## config.mk

```make
export PLATFORM = sky130hd
export DESIGN_NAME = instr_decode_flat
export DESIGN_NICKNAME = d
export VERILOG_FILES = /design/src/rtl/instr_decode_if.sv /design/src/rtl/instr_decode.sv /design/src/flat_wrapper.sv
export SDC_FILE = /design/constraint.sdc
export NUM_CORES = 1
export LEC_CHECK = 0
export ABC_AREA = 1
export CORE_MARGIN = 5
export CORE_UTILIZATION = 48
export CTS_CLUSTER_SIZE = 40
export DETAILED_ROUTE_END_ITERATION = 10
export GPL_ROUTABILITY_DRIVEN = 1
export HOLD_SLACK_MARGIN = 0.1
export MAX_ROUTING_LAYER = met4
export PLACE_DENSITY = 0.95
export RECOVER_POWER = 100
export SKIP_CTS_REPAIR_TIMING = 1
export SYNTH_ARGS = -nofsm -noshare
export SYNTH_HDL_FRONTEND = slang
export SYNTH_SLANG_ARGS = --single-unit
export TNS_END_PERCENT = 30
```

## constraint.sdc

```tcl
create_clock -name clk -period 2.52 [get_ports clk]
set_input_delay 0.378 -clock clk [delete_from_list [all_inputs] [get_ports clk]]
set_output_delay 0.378 -clock clk [all_outputs]
set_load 0.01 [all_outputs]
```

## src/rtl/instr_decode_if.sv

```systemverilog
// Bus between the instruction register/decoder and the rest of the multicycle CPU.
// The CPU side (fetch, control FSM, datapath) drives through master; the decoder uses slave.
interface instr_decode_if #(
    parameter int CNT_W = 32
);
    logic             irWe;
    logic [31:0]      memData;
    logic [3:0]       pcHi;
    logic             errClr;
    logic [3:0]       cmd;
    logic [4:0]       rs;
    logic [4:0]       rt;
    logic [4:0]       rd;
    logic [31:0]      sxi;
    logic [31:0]      sxis;
    logic [31:0]      jTarget;
    logic             irValid;
    logic             illegal;
    logic             errSticky;
    logic [31:0]      badInstr;
    logic [CNT_W-1:0] instrCount;

    modport master (
        output irWe, memData, pcHi, errClr,
        input  cmd, rs, rt, rd, sxi, sxis, jTarget,
               irValid, illegal, errSticky, badInstr, instrCount
    );

    modport slave (
        input  irWe, memData, pcHi, errClr,
        output cmd, rs, rt, rd, sxi, sxis, jTarget,
               irValid, illegal, errSticky, badInstr, instrCount
    );
endinterface

```

## src/rtl/instr_decode.sv

```systemverilog
// Instruction register and decoder for the multicycle MIPS CPU: command code, fields,
// sticky illegal-encoding error with first-offender capture, and a fetch counter.
module instr_decode #(
    parameter int CNT_W = 32
) (
    input  logic           clk,
    input  logic           rstN,
    instr_decode_if.slave  bus
);
    typedef enum logic [3:0] {
        C_LW = 4'd0, C_SW = 4'd1, C_J = 4'd2, C_JR = 4'd3, C_JAL = 4'd4,
        C_BEQ = 4'd5, C_BNE = 4'd6, C_XORI = 4'd7, C_ADDI = 4'd8,
        C_ADD = 4'd9, C_SUB = 4'd10, C_SLT = 4'd11, C_ILL = 4'd15
    } cmd_e;

    // Only op and funct participate; shamt and the unused register fields are don't-care.
    function automatic cmd_e decode(input logic [31:0] w);
        cmd_e c;
        c = C_ILL;
        case (w[31:26])
            6'h23: c = C_LW;
            6'h2B: c = C_SW;
            6'h02: c = C_J;
            6'h03: c = C_JAL;
            6'h04: c = C_BEQ;
            6'h05: c = C_BNE;
            6'h0E: c = C_XORI;
            6'h08: c = C_ADDI;
            6'h00: begin
                case (w[5:0])
                    6'h08:   c = C_JR;
                    6'h20:   c = C_ADD;
                    6'h22:   c = C_SUB;
                    6'h2A:   c = C_SLT;
                    default: c = C_ILL;
                endcase
            end
            default: c = C_ILL;
        endcase
        return c;
    endfunction

    logic [31:0]      ir;
    logic             irValid;
    logic             errSticky;
    logic [31:0]      badInstr;
    logic [CNT_W-1:0] instrCount;
    logic             loadIll;
    cmd_e             irCmd;

    assign loadIll = bus.irWe && (decode(bus.memData) == C_ILL);
    assign irCmd   = decode(ir);

    always_ff @(posedge clk or negedge rstN) begin
        if (!rstN) begin
            ir         <= '0;
            irValid    <= 1'b0;
            errSticky  <= 1'b0;
            badInstr   <= '0;
            instrCount <= '0;
        end else begin
            if (bus.irWe) begin
                ir         <= bus.memData;
                irValid    <= 1'b1;
                instrCount <= instrCount + 1'b1;
            end
            // Set beats clear; a clear at the same edge re-arms capture of this word.
            if (loadIll) begin
                errSticky <= 1'b1;
                if (!errSticky || bus.errClr)
                    badInstr <= bus.memData;
            end else if (bus.errClr) begin
                errSticky <= 1'b0;
            end
        end
    end

    always_comb begin
        bus.cmd        = irValid ? irCmd : C_ILL;
        bus.illegal    = irValid && (irCmd == C_ILL);
        bus.rs         = ir[25:21];
        bus.rt         = ir[20:16];
        bus.rd         = ir[15:11];
        bus.sxi        = {{16{ir[15]}}, ir[15:0]};
        bus.sxis       = {{14{ir[15]}}, ir[15:0], 2'b00};
        bus.jTarget    = {bus.pcHi, ir[25:0], 2'b00};
        bus.irValid    = irValid;
        bus.errSticky  = errSticky;
        bus.badInstr   = badInstr;
        bus.instrCount = instrCount;
    end
endmodule

```

## src/flat_wrapper.sv

```systemverilog
// flat-port wrapper written by rule: the top's interface ports become plain ports
module instr_decode_flat 
#(
    parameter int CNT_W = 32
)
  (clk, rstN, bus_irWe, bus_memData, bus_pcHi, bus_errClr, bus_cmd, bus_rs, bus_rt, bus_rd, bus_sxi, bus_sxis, bus_jTarget, bus_irValid, bus_illegal, bus_errSticky, bus_badInstr, bus_instrCount);
  instr_decode_if #(.CNT_W(CNT_W)) bus_i ();
  input  logic clk;
  input  logic rstN;
  input wire logic [$bits(bus_i.irWe)-1:0] bus_irWe;
  input wire logic [$bits(bus_i.memData)-1:0] bus_memData;
  input wire logic [$bits(bus_i.pcHi)-1:0] bus_pcHi;
  input wire logic [$bits(bus_i.errClr)-1:0] bus_errClr;
  output wire logic [$bits(bus_i.cmd)-1:0] bus_cmd;
  output wire logic [$bits(bus_i.rs)-1:0] bus_rs;
  output wire logic [$bits(bus_i.rt)-1:0] bus_rt;
  output wire logic [$bits(bus_i.rd)-1:0] bus_rd;
  output wire logic [$bits(bus_i.sxi)-1:0] bus_sxi;
  output wire logic [$bits(bus_i.sxis)-1:0] bus_sxis;
  output wire logic [$bits(bus_i.jTarget)-1:0] bus_jTarget;
  output wire logic [$bits(bus_i.irValid)-1:0] bus_irValid;
  output wire logic [$bits(bus_i.illegal)-1:0] bus_illegal;
  output wire logic [$bits(bus_i.errSticky)-1:0] bus_errSticky;
  output wire logic [$bits(bus_i.badInstr)-1:0] bus_badInstr;
  output wire logic [$bits(bus_i.instrCount)-1:0] bus_instrCount;
  assign bus_i.irWe = bus_irWe;
  assign bus_i.memData = bus_memData;
  assign bus_i.pcHi = bus_pcHi;
  assign bus_i.errClr = bus_errClr;
  assign bus_cmd = bus_i.cmd;
  assign bus_rs = bus_i.rs;
  assign bus_rt = bus_i.rt;
  assign bus_rd = bus_i.rd;
  assign bus_sxi = bus_i.sxi;
  assign bus_sxis = bus_i.sxis;
  assign bus_jTarget = bus_i.jTarget;
  assign bus_irValid = bus_i.irValid;
  assign bus_illegal = bus_i.illegal;
  assign bus_errSticky = bus_i.errSticky;
  assign bus_badInstr = bus_i.badInstr;
  assign bus_instrCount = bus_i.instrCount;
  instr_decode #(.CNT_W(CNT_W)) u_core (.clk(clk), .rstN(rstN), .bus(bus_i));
endmodule
```

## Word level (Yosys, flattened, before mapping)

Cells that the tools add are included.

- Word-level logic and storage cells: 47
- Input bits: 40
- Output and inout bits: 182
- Flip-flop bits (word level): 98

- Equality and inequality tests: 26
- Mux-type cells: 7
- Reduce and logical (&&, ||, !) cells: 8
- Add/sub/neg operators: 1

Operators with widths:

| cell | count |
|---|---|
| 4-bit case mux with 9 select lines | 2 |
| 6-bit equality test (second input constant) | 10 |
| 6-bit by 4-bit equality test with 1-bit output (second input constant) | 6 |
| 32-bit by 1-bit adder with 32-bit output (second input constant) | 1 |
| 4-bit case mux with 4 select lines | 2 |
| 6-bit by 2-bit equality test with 1-bit output (second input constant) | 4 |
| 6-bit by 3-bit equality test with 1-bit output (second input constant) | 4 |
| 6-bit logical NOT | 2 |
| 4-bit equality test (second input constant) | 2 |
| 4-bit two-way mux | 1 |
| 1-bit logical AND | 2 |
| 1-bit two-way mux | 2 |
| 2-bit AND reduction | 1 |
| 2-bit nonzero test | 1 |
| 1-bit logical NOT | 1 |
| 1-bit logical OR | 1 |

## Logic depth before layout (Yosys ltp)

Gate-level depths: netlist (run 1).

- Depth after elaboration: 6
- Mapped depth: 11

## Worst setup path after synthesis (run 1)

OpenSTA, ideal clock, no wires.

- Kind: reg2reg
- Start point: reg u_core.instrCount[0] (netlist: u_core.bus.instrCount[0])
- End point: reg u_core.instrCount[20] (netlist: u_core.bus.instrCount[20])
- Path slack: 880 ps
- Arrival time: 1518 ps
- Cell stages (with the launch flop): 8
- Buffers on the path: 0
- Library setup time: 123 ps
- Path through: dfrtp_1 -> ha_1 -> nand3_1 -> nor2_2 -> nand2_2 -> nor3_2 -> nand3_1 -> xor2_1

- Cells in the longest elaborated chain, start to end: 1

Ends and longest elaborated chain:

| item | RTL line | source |
|---|---|---|
| start, declared | instr_decode.sv:47 | `logic [CNT_W-1:0] instrCount;` |
| start signal, assigned | instr_decode.sv:65 | `instrCount <= instrCount + 1'b1;` |
| 32-bit by 1-bit adder with 32-bit output | instr_decode.sv:65 |  |

No other way between the ends.
A chain may end at the register's enable or synchronous reset.

## Final worst setup path (run 1)

- Start point: reg u_core.ir[2]
- End point: out bus_cmd[2]

- Cells in the longest elaborated chain, start to end: 4

Ends and longest elaborated chain:

| item | RTL line | source |
|---|---|---|
| start, declared | instr_decode.sv:43 | `logic [31:0] ir;` |
| start signal, assigned | instr_decode.sv:63 | `ir <= bus.memData;` |
| 6-bit equality test / 6-bit by 4-bit equality test with 1-bit output (equally long branches) | instr_decode.sv:30 | `case (w[5:0])` |
| 4-bit case mux with 4 select lines * | instr_decode.sv:30 |  |
| 4-bit case mux with 9 select lines * | instr_decode.sv:20 | `case (w[31:26])` |
| 4-bit two-way mux * | instr_decode.sv:79 | `bus.cmd = irValid ? irCmd : C_ILL;` |
| end, declared | flat_wrapper.sv:14 | `output wire logic [$bits(bus_i.cmd)-1:0] bus_cmd;` |

Mark *: on every way between the ends. The rest lies on a longest branch, timed or not.

==> flow_summary.json, run 1 <==
{
  "status": "complete, no violations",
  "cap_violations": 0,
  "fmax_ghz": 0.450,
  "final_hold_viol_count": 0,
  "antenna_found_initial": 0,
  "ff2ff_setup_slack_ns": 0.47,
  "synth_cells": 720,
  "finalSetupViolCount": 0,
  "fin_crit_sh": 0.882,
  "drtIter0Drc": 254,
  "design_area_um2": 7340,
  "leakage_uw": 0.00362,
  "power_density_nw_per_um2": 639,
  "yosys_warnings": 0,
  "hold_end": "u_core.bus.instrCount[31]",
  "critPathLaunchType": "register",
  "ys_async_sr_fraction": 1.00,
  "yosys_most_used_dff": "dfrtp_1",
  "netlist_top_cells_count": "nand2_1, buf_4, dfrtp_1",
  "syn2layout_area_growth_pct": 29.5,
  "dpl-instance-area_um2": 7070,
  "yosysSeqAreaShare": 0.432,
  "core_um2": 11500,
  "ys_seq_elements": 98,
  "yosysMostFrequentCell": "nand2_1",
  "clk_latency_ns": 0.34,
  "syn_area_per_cell_um2": 7.88,
  "ff_latch_area_um2": 2450,
  "synth.top_cell.area_share": 0.432,
  "worstPathMaxFanout": 5,
  "first_pass_iters": 5,
  "dp_slack_ns": 0.192,
  "ys_types": 29,
  "numCtsBuffers": 9,
  "holdPathStages": 1,
  "htreeDepth": 3,
  "initial_core_util": 0.492,
  "r2r-end": "u_core.bus.instrCount[22]",
  "rows": 39,
  "r2r_start": "u_core.bus.instrCount[0]",
  "period_needed_ns": 2.22,
  "cts_buffer_depth": 2,
  "worstPathArrival_ns": 1.84,
  "drtAntennaViolNets": 0,
  "drive_gt1_frac": 0.0462,
  "ios": 222,
  "cp-end-kind": "output port",
  "relSlewSlack": 0.380,
  "multi_input_area_um2": 2080,
  "cp.required_ns": 2.14,
  "irDropWorstVdd_uv": 377,
  "place_congestion": 0.889,
  "die_w_um": 119,
  "cts-root-buf": "clkbuf_16",
  "grt_pass1_wl_um": 24200,
  "placement.io_buffers": 209,
  "clock-sinks": 98,
  "route.detailed.drc": 0,
  "dieHeight_um": 119,
  "num_vias": 4964,
  "hp-class": "register to register",
  "grt_usage": 0.214,
  "synthTopCellsByArea": "dfrtp_1, nand2_1, buf_4",
  "totalNegativeSetupSlack_ns": 0,
  "tightest_slew_ns": 0.930,
  "wl_per_cell_um": 15.3,
  "syn-cell-area_um2": 5670,
  "dp_hpwl_um": 11100,
  "finClkSkew_ns": 0.00706,
  "rsz0062_at_grt": "false",
  "gr-total-overflow": 0,
  "worst_slack_ns": 0.298,
  "r2r_cells": 10,
  "setup.worst_path.class": "register to output port",
  "hold_start": "u_core.bus.instrCount[31]",
  "num-nets-final": 860,
  "clk_pin_slew_ns": 0.06,
  "grt_pass1_vias": 4783,
  "slew_viol_final": 0,
  "fillers": 933,
  "cts_tree": "yes",
  "antenna_cells": 0,
  "synth_edf_count": 0,
  "dieArea_um2": 14100,
  "drt-total-wl_um": 14700,
  "yosys.area.top_type": "dfrtp_1",
  "vias_per_cell": 5.14,
  "grt_max_degree": 65
}
-- final cells by class --
type | instances | area share
clock buffer | 9 | 0.0307
clock inverter | 6 | 0.0124
inverter | 46 | 0.0235
multi-input combinational | 446 | 0.283
sequential | 98 | 0.334
tap | 143 | 0.0244
timing repair buffer | 218 | 0.292
-- report_power, final --
| part | internal, µW | switching [µW] | total (µW) |
|---|---|---|---|
| clock network | 869 | 596 | 1470 |
| logic | 599 | 655 | 1250 |
| registers | 1770 | 202 | 1970 |
-- worst max-delay path: stages (launching register included) --
cell,delay [ns]
dfrtp_1,0.46
nor2_4,0.17
nand4_1,0.14
nand4_1,0.13
o21ai_0,0.11
or2_2,0.31
dlymetal6s2s_1,0.19
-- cell families after synthesis --
| group | after synthesis | synth area share |
|---|---|---|
| other cells | 1 | 0.000661 |
| fa+ha+maj | 1 | 0.00221 |
| compound gates | 17 | 0.0154 |
| buf+inv | 179 | 0.198 |
| flops | 98 | 0.432 |
| simple gates | 402 | 0.317 |
| xor+xnor | 22 | 0.0340 |
-- per-layer routing --
metal,track usage,share of wire,up-vias
met2,0.342,0.49,236
met3,0.0349,0.071,41
li1,-,-,2362
met5,-,0,-
met4,0.111,0.037,0
met1,0.263,0.40,2325
-- cell usage in the layout, fill, tap and decap left out, drive strengths merged --
cell type	instances
clkdlybuf4s50	34
xnor2	6
o21bai	1
nand3	31
dlymetal6s2s	2
dlygate4sd3	169
nor2	60
bufinv	2
a21oi	1
inv	47
nand4	46
ha	1
buf	6
conb	4
clkinv	3
clkbuf	16
o21ai	15
nand3b	4
nor2b	1
nor3	11
nand2	248
dfrtp	98
xor2	16
or2	1
-- worst max path at each step --
stage                              from                         to  slack [ns]  depth (start not counted)
6_report                   u_core.ir[2]                 bus_cmd[2]        0.30                          6
5_1_grt                        bus_irWe  u_core.bus.instrCount[22]        0.14                         10
4_1_cts                   u_core.ir[30]                bus_illegal       -0.11                          8
3_5_place_dp            bus_memData[28]    u_core.bus.badInstr[22]        0.19                          9
3_3_place_gp            bus_memData[30]    u_core.bus.badInstr[19]        0.30                          9
2_1_floorplan  u_core.bus.instrCount[0]  u_core.bus.instrCount[20]        0.88                          7
-- metrics by stage --
| stage | util | power (µW) | hold slack, ns | instances |
|---|---|---|---|---|
| after floorplan | - | 2750 | 0.0824 | 723 |
| after global placement | 0.614 | 3360 | 0.355 | 950 |
| after detailed placement | 0.614 | 3400 | 0.359 | 950 |
| after CTS | 0.641 | 4880 | -0.00561 | 965 |
| after global routing | 0.638 | 4950 | 0.493 | 966 |
| final | 0.638 | 4690 | 0.471 | 966 |
-- sequential cells by signal (all words and copies together) (netlist names) --
name                   count
u_core.bus.instrCount     32
u_core.bus.errSticky       1
u_core.bus.badInstr       32
u_core.ir                 32
u_core.bus.irValid         1
No activity file was read; power rests on OpenSTA's default activity.
==> run 2, diff against run 1 <==
==> constraint.sdc (replaced) <==
create_clock -name clk -period 2.52 [get_ports clk]
set_input_delay 0.378 -clock clk [delete_from_list [all_inputs] [get_ports clk]]
set_output_delay 0.378 -clock clk [all_outputs]
set_load 0.05 [all_outputs]
==> run 2 against run 1 <==
- total power is 19% higher
- worst hold slack lost 0.12 ns
- fmax decreased by 4.5%
- via count fell by 1.7%
- first-iteration DRC count rose by 30%
- critical endpoint is now bus_illegal
- largest power group is now combinational logic
- highest routed layer unchanged
==> flow_summary.json, run 2 (synthesized netlist as in run 1, its figures left out) <==
{
  "critPathLaunchType": "register",
  "cp-end-kind": "output port",
  "dieHeight_um": 119,
  "first_pass_iters": 5,
  "core_um2": 11500,
  "period_needed_ns": 2.33,
  "irDropWorstVdd_uv": 431,
  "worstPathMaxFanout": 3,
  "finalSetupViolCount": 0,
  "fmax_ghz": 0.430,
  "final_util": 0.616,
  "p_seq_frac": 0.355,
  "grt_pass1_vias": 4787,
  "cp.required_ns": 2.14,
  "final_cell_mix": "nand2_1, dlygate4sd3_1, dfrtp_1",
  "final_hold_viol_count": 0,
  "grt_max_degree": 64,
  "cts-root-buf": "clkbuf_16",
  "totalNegativeSetupSlack_ns": 0,
  "fin_crit_sh": 0.924,
  "num-nets-final": 860,
  "rows": 39,
  "slew_viol_final": 0,
  "gr-total-overflow": 0,
  "power_density_nw_per_um2": 784,
  "largestRegisters": "u_core.bus.badInstr x32, u_core.bus.instrCount x32, u_core.ir x32",
  "status": "complete, no violations",
  "crit_family": "simple AND/OR/NAND/NOR gates",
  "multi_input_area_um2": 2050,
  "leakage_uw": 0.00350,
  "drt-total-wl_um": 14800,
  "wl_per_cell_um": 15.4,
  "placement.io_buffers": 209,
  "clkPwrFrac": 0.247,
  "hold_start": "bus_irWe",
  "final_common_cell": "nand2_1",
  "p_total_uw": 5560,
  "dpl-instance-area_um2": 6980,
  "htreeDepth": 3,
  "cap_violations": 0,
  "ff_latch_area_um2": 2450,
  "drive_gt1_frac": 0.0425,
  "place_congestion": 0.886,
  "critPathLaunch": "u_core.ir[31]",
  "switchingPower_uw": 2430,
  "num_vias": 4882,
  "clk_latency_ns": 0.34,
  "cellInternalPower_uw": 3130,
  "relSlewSlack": 0.234,
  "clk_pin_slew_ns": 0.06,
  "cpMostUsedCell": "nand2_1",
  "ios": 222,
  "hp-class": "input pin to register",
  "grt_usage": 0.214,
  "crit_chain": "inv_1 > nand2_1 > nor3_1 > o21ai_0 > nand2_1 > nand2_1 > nor2_1 > buf_12",
  "rsz0062_at_grt": "false",
  "antenna_cells": 0,
  "die_w_um": 119,
  "route.detailed.drc": 0,
  "cts_tree": "yes",
  "power_frac_comb": 0.399,
  "syn2layout_area_growth_pct": 25.1,
  "ff2ff_setup_slack_ns": 0.39,
  "fillers": 973,
  "drtAntennaViolNets": 0,
  "switching_share": 0.437,
  "critPathBufInv": 2,
  "clock-sinks": 98,
  "design_area_um2": 7090,
  "worstPathArrival_ns": 1.95,
  "vias_per_cell": 5.05,
  "grt_pass1_wl_um": 24100,
  "dieArea_um2": 14100,
  "initial_core_util": 0.492,
  "tightest_slew_ns": 1.15,
  "cts_buffer_depth": 2,
  "finalNonFillerCells": 966,
  "r2r_start": "u_core.bus.instrCount[0]",
  "drtIter0Drc": 330,
  "numCtsBuffers": 9,
  "finClkSkew_ns": 0.00863,
  "dp.cells": 950,
  "setup.worst_path.class": "register to output port",
  "critPathSlowestCell": "dfrtp_1",
  "cp_slowest_stage_delay_ns": 0.40,
  "dp_hpwl_um": 11100,
  "antenna_found_initial": 0
}
-- run 2: worst paths after layout --
path                                              to  depth (start not counted)
max                                      bus_illegal                          8
max reg2reg                u_core.bus.instrCount[20]                          7
min reg2reg                  u_core.bus.badInstr[27]                          2
min                         u_core.bus.instrCount[1]                          3
max in group asynchronous     u_core.bus.badInstr[6]                          3
min in group asynchronous   u_core.bus.instrCount[7]                          2
-- run 2: final cells by class --
type,count,share of cell area
multi-input combinational,446,0.289
tap,143,0.0252
sequential,98,0.346
clock buffer,11,0.0342
clock inverter,4,0.00741
inverter,46,0.0243
timing repair buffer,218,0.274
-- run 2: metrics by stage --
step | hold slack [ns] | setup WS [ns]
finish | 0.348 | 0.192
global route | 0.356 | 0.00986
CTS | 0.00109 | -0.127
detailed placement | 0.359 | 0.212
global placement | 0.360 | 0.277
floorplan | 0.0824 | 0.491
-- run 2: power groups by stage --
stage / logic, µW / registers [µW] / clock network (µW)
after floorplan: 1260 / 2490 / 0
after global routing: 2330 / 2010 / 1440
after CTS: 2380 / 1980 / 1390
after global placement: 2330 / 2000 / 0
after detailed placement: 2370 / 2010 / 0
final: 2220 / 1970 / 1370
-- run 2: worst register-to-register path, cell delays in order (launching register included) --
cell and delay (ns):
dfrtp_1 0.48, ha_1 0.28, nand3_1 0.13, nor2_1 0.20
nand2_1 0.16, nor3_1 0.41, nand3_1 0.18, xor2_1 0.17
-- run 2: routing by layer --
| metal | GRT usage | wire [µm] |
|---|---|---|
| met2 | 0.352 | 7300 |
| met5 | - | 0 |
| met3 | 0.0339 | 1060 |
| met4 | 0.0978 | 551 |
| met1 | 0.260 | 5920 |
==> run 3, diff against run 2 <==
--- a/config.mk
+++ b/config.mk
@@ -5,15 +5,14 @@
 export SDC_FILE = /design/constraint.sdc
 export NUM_CORES = 1
 export LEC_CHECK = 0
-export ABC_AREA = 1
 export CORE_MARGIN = 5
-export CORE_UTILIZATION = 48
-export CTS_CLUSTER_SIZE = 40
+export CORE_UTILIZATION = 46
+export CTS_CLUSTER_SIZE = 8
 export DETAILED_ROUTE_END_ITERATION = 10
 export GPL_ROUTABILITY_DRIVEN = 1
 export HOLD_SLACK_MARGIN = 0.1
 export MAX_ROUTING_LAYER = met4
-export PLACE_DENSITY = 0.95
+export PLACE_DENSITY = 0.94
 export RECOVER_POWER = 100
 export SKIP_CTS_REPAIR_TIMING = 1
 export SYNTH_ARGS = -nofsm -noshare
==> run 3 against run 2 <==
- global-route usage shrank 2.8 points
- worst hold slack better by 0.065 ns
- sequential power barely moved
- critical path type unchanged
- critical endpoint is now bus_cmd[1]
- largest cell class unchanged
==> flow_summary.json, run 3 <==
{
  "totalNegativeSetupSlack_ns": 0,
  "yosys_most_used_dff": "dfrtp_1",
  "cp-end-kind": "output port",
  "clk_latency_ns": 0.34,
  "ios": 222,
  "dp_hpwl_um": 9400,
  "syn2layout_area_growth_pct": 31.1,
  "yosysSeqAreaShare": 0.475,
  "grt_pass1_vias": 3646,
  "dp.cells": 684,
  "antenna_found_initial": 0,
  "ff2ff_setup_slack_ns": 0.61,
  "hold_end": "u_core.bus.instrCount[2]",
  "finClkSkew_ns": 0.00721,
  "period_needed_ns": 2.40,
  "irDropWorstVdd_uv": 377,
  "synth_edf_count": 0,
  "initial_core_util": 0.472,
  "final_common_cell": "dlygate4sd3_1",
  "clk_pin_slew_ns": 0.07,
  "first_pass_iters": 4,
  "drtIter0Drc": 174,
  "dieArea_um2": 13500,
  "r2r_start": "u_core.bus.instrCount[0]",
  "syn_area_per_cell_um2": 11.7,
  "power_density_nw_per_um2": 834,
  "ys_types": 43,
  "leakage_uw": 0.00297,
  "worstPathMaxFanout": 9,
  "synth.top_cell.area_share": 0.475,
  "largestRegisters": "u_core.bus.badInstr x32, u_core.bus.instrCount x32, u_core.ir x32",
  "yosys.area.top_type": "dfrtp_1",
  "antenna_cells": 0,
  "hp-class": "input pin to register",
  "clock-sinks": 98,
  "die_w_um": 116,
  "syn-cell-area_um2": 5170,
  "synth_cells": 441,
  "core_um2": 10900,
  "finalSetupViolCount": 0,
  "whs_ns": 0.413,
  "holdPathStages": 3,
  "rows": 38,
  "worstPathArrival_ns": 2.03,
  "top_usage_layer": "met2",
  "cp.required_ns": 2.14,
  "r2r-end": "u_core.bus.instrCount[31]",
  "slew_viol_final": 0,
  "cts_tree": "yes",
  "dieHeight_um": 116,
  "use_met2": 0.333,
  "relSlewSlack": 0.195,
  "cts-root-buf": "clkbuf_16",
  "status": "complete, no violations",
  "fin_crit_sh": 0.954,
  "num-nets-final": 597,
  "netlist_top_cells_count": "buf_4, dfrtp_1, mux2_2",
  "hold_start": "bus_irWe",
  "use_met1": 0.211,
  "finalNonFillerCells": 701,
  "fmax_ghz": 0.416,
  "drtAntennaViolNets": 0,
  "critPathLaunchType": "register",
  "place_congestion": 0.883,
  "grt_usage": 0.186,
  "met3_usage": 0.0287,
  "cts_buffer_depth": 2,
  "cap_violations": 0,
  "num_vias": 3545,
  "route.detailed.drc": 0,
  "tightest_slew_ns": 1.21,
  "final_hold_viol_count": 0,
  "numCtsBuffers": 9,
  "drive_gt1_frac": 0.198,
  "wl_per_cell_um": 17.4,
  "placement.io_buffers": 209,
  "ys_async_sr_fraction": 1.00,
  "ys_seq_elements": 98,
  "drt-total-wl_um": 12200,
  "yosysMostFrequentCell": "buf_4",
  "r2r_cells": 6,
  "yosys_warnings": 0,
  "vias_per_cell": 5.06,
  "htreeDepth": 3,
  "grt_pass1_wl_um": 19000,
  "grt_max_degree": 53,
  "final_cell_mix": "dlygate4sd3_1, dfrtp_1, clkbuf_1",
  "synthTopCellsByArea": "dfrtp_1, buf_4, mux2_4",
  "setup.worst_path.class": "register to output port",
  "gr-total-overflow": 0
}
run 3: power by group:
group / switching (µW) / internal (µW) / total [µW]
Combinational: 1560 / 696 / 2260
Clock: 597 / 809 / 1410
Sequential: 203 / 1780 / 1980
Total: 2360 / 3280 / 5650
run 3: area by class of cell:
class	instances	area (µm²)
sequential	98	2460
clock inverter	6	73.8
clock buffer	10	239
timing repair buffer	227	2010
inverter	4	15.0
fill	880	4160
tap	140	175
multi-input combinational	216	1810
run 3: cell families after synthesis:
family,count (synthesis),synth area share
muxes,62,0.156
buffers and inverters,130,0.180
xor gates and xnor gates,33,0.0559
and+or+nand+nor,90,0.0899
AOI/OAI and AO/OA,26,0.0404
DFF,98,0.475
other,1,0.000726
adders and majority gates,1,0.00242
run 3: per-layer routing:
layer	share of wire	wire length, µm
met5	0	0
met4	0.019	235
met3	0.074	903
met2	0.54	6620
met1	0.36	4450
run 3: metrics by stage:
step	total power, µW	utilization	cell area, µm²	worst slack [ns]
3_5_place_dp	4440	0.603	6600	-0.172
4_1_cts	5860	0.632	6910	-0.0144
6_report	5650	0.619	6770	0.116
5_1_grt	5880	0.619	6770	-0.0111
3_3_place_gp	4390	0.603	6600	-0.144
2_1_floorplan	3820	-	5180	0.304
run 3: worst max path at each step:
stage	to	depth (start not counted)	start
2_1_floorplan	bus_illegal	6	u_core.ir[27]
3_3_place_gp	u_core.bus.badInstr[17]	7	bus_memData[1]
3_5_place_dp	u_core.bus.badInstr[17]	7	bus_memData[1]
4_1_cts	bus_illegal	7	u_core.ir[27]
5_1_grt	bus_illegal	7	u_core.ir[26]
6_report	bus_cmd[1]	6	u_core.ir[26]
run 3: critical path, cell delays in order, from the launching register on:
cell and delay [ns]:
dfrtp_1 0.50, inv_1 0.15, or3_1 0.38, a21oi_1 0.13
a31o_2 0.12, a221o_1 0.17, clkbuf_4 0.24
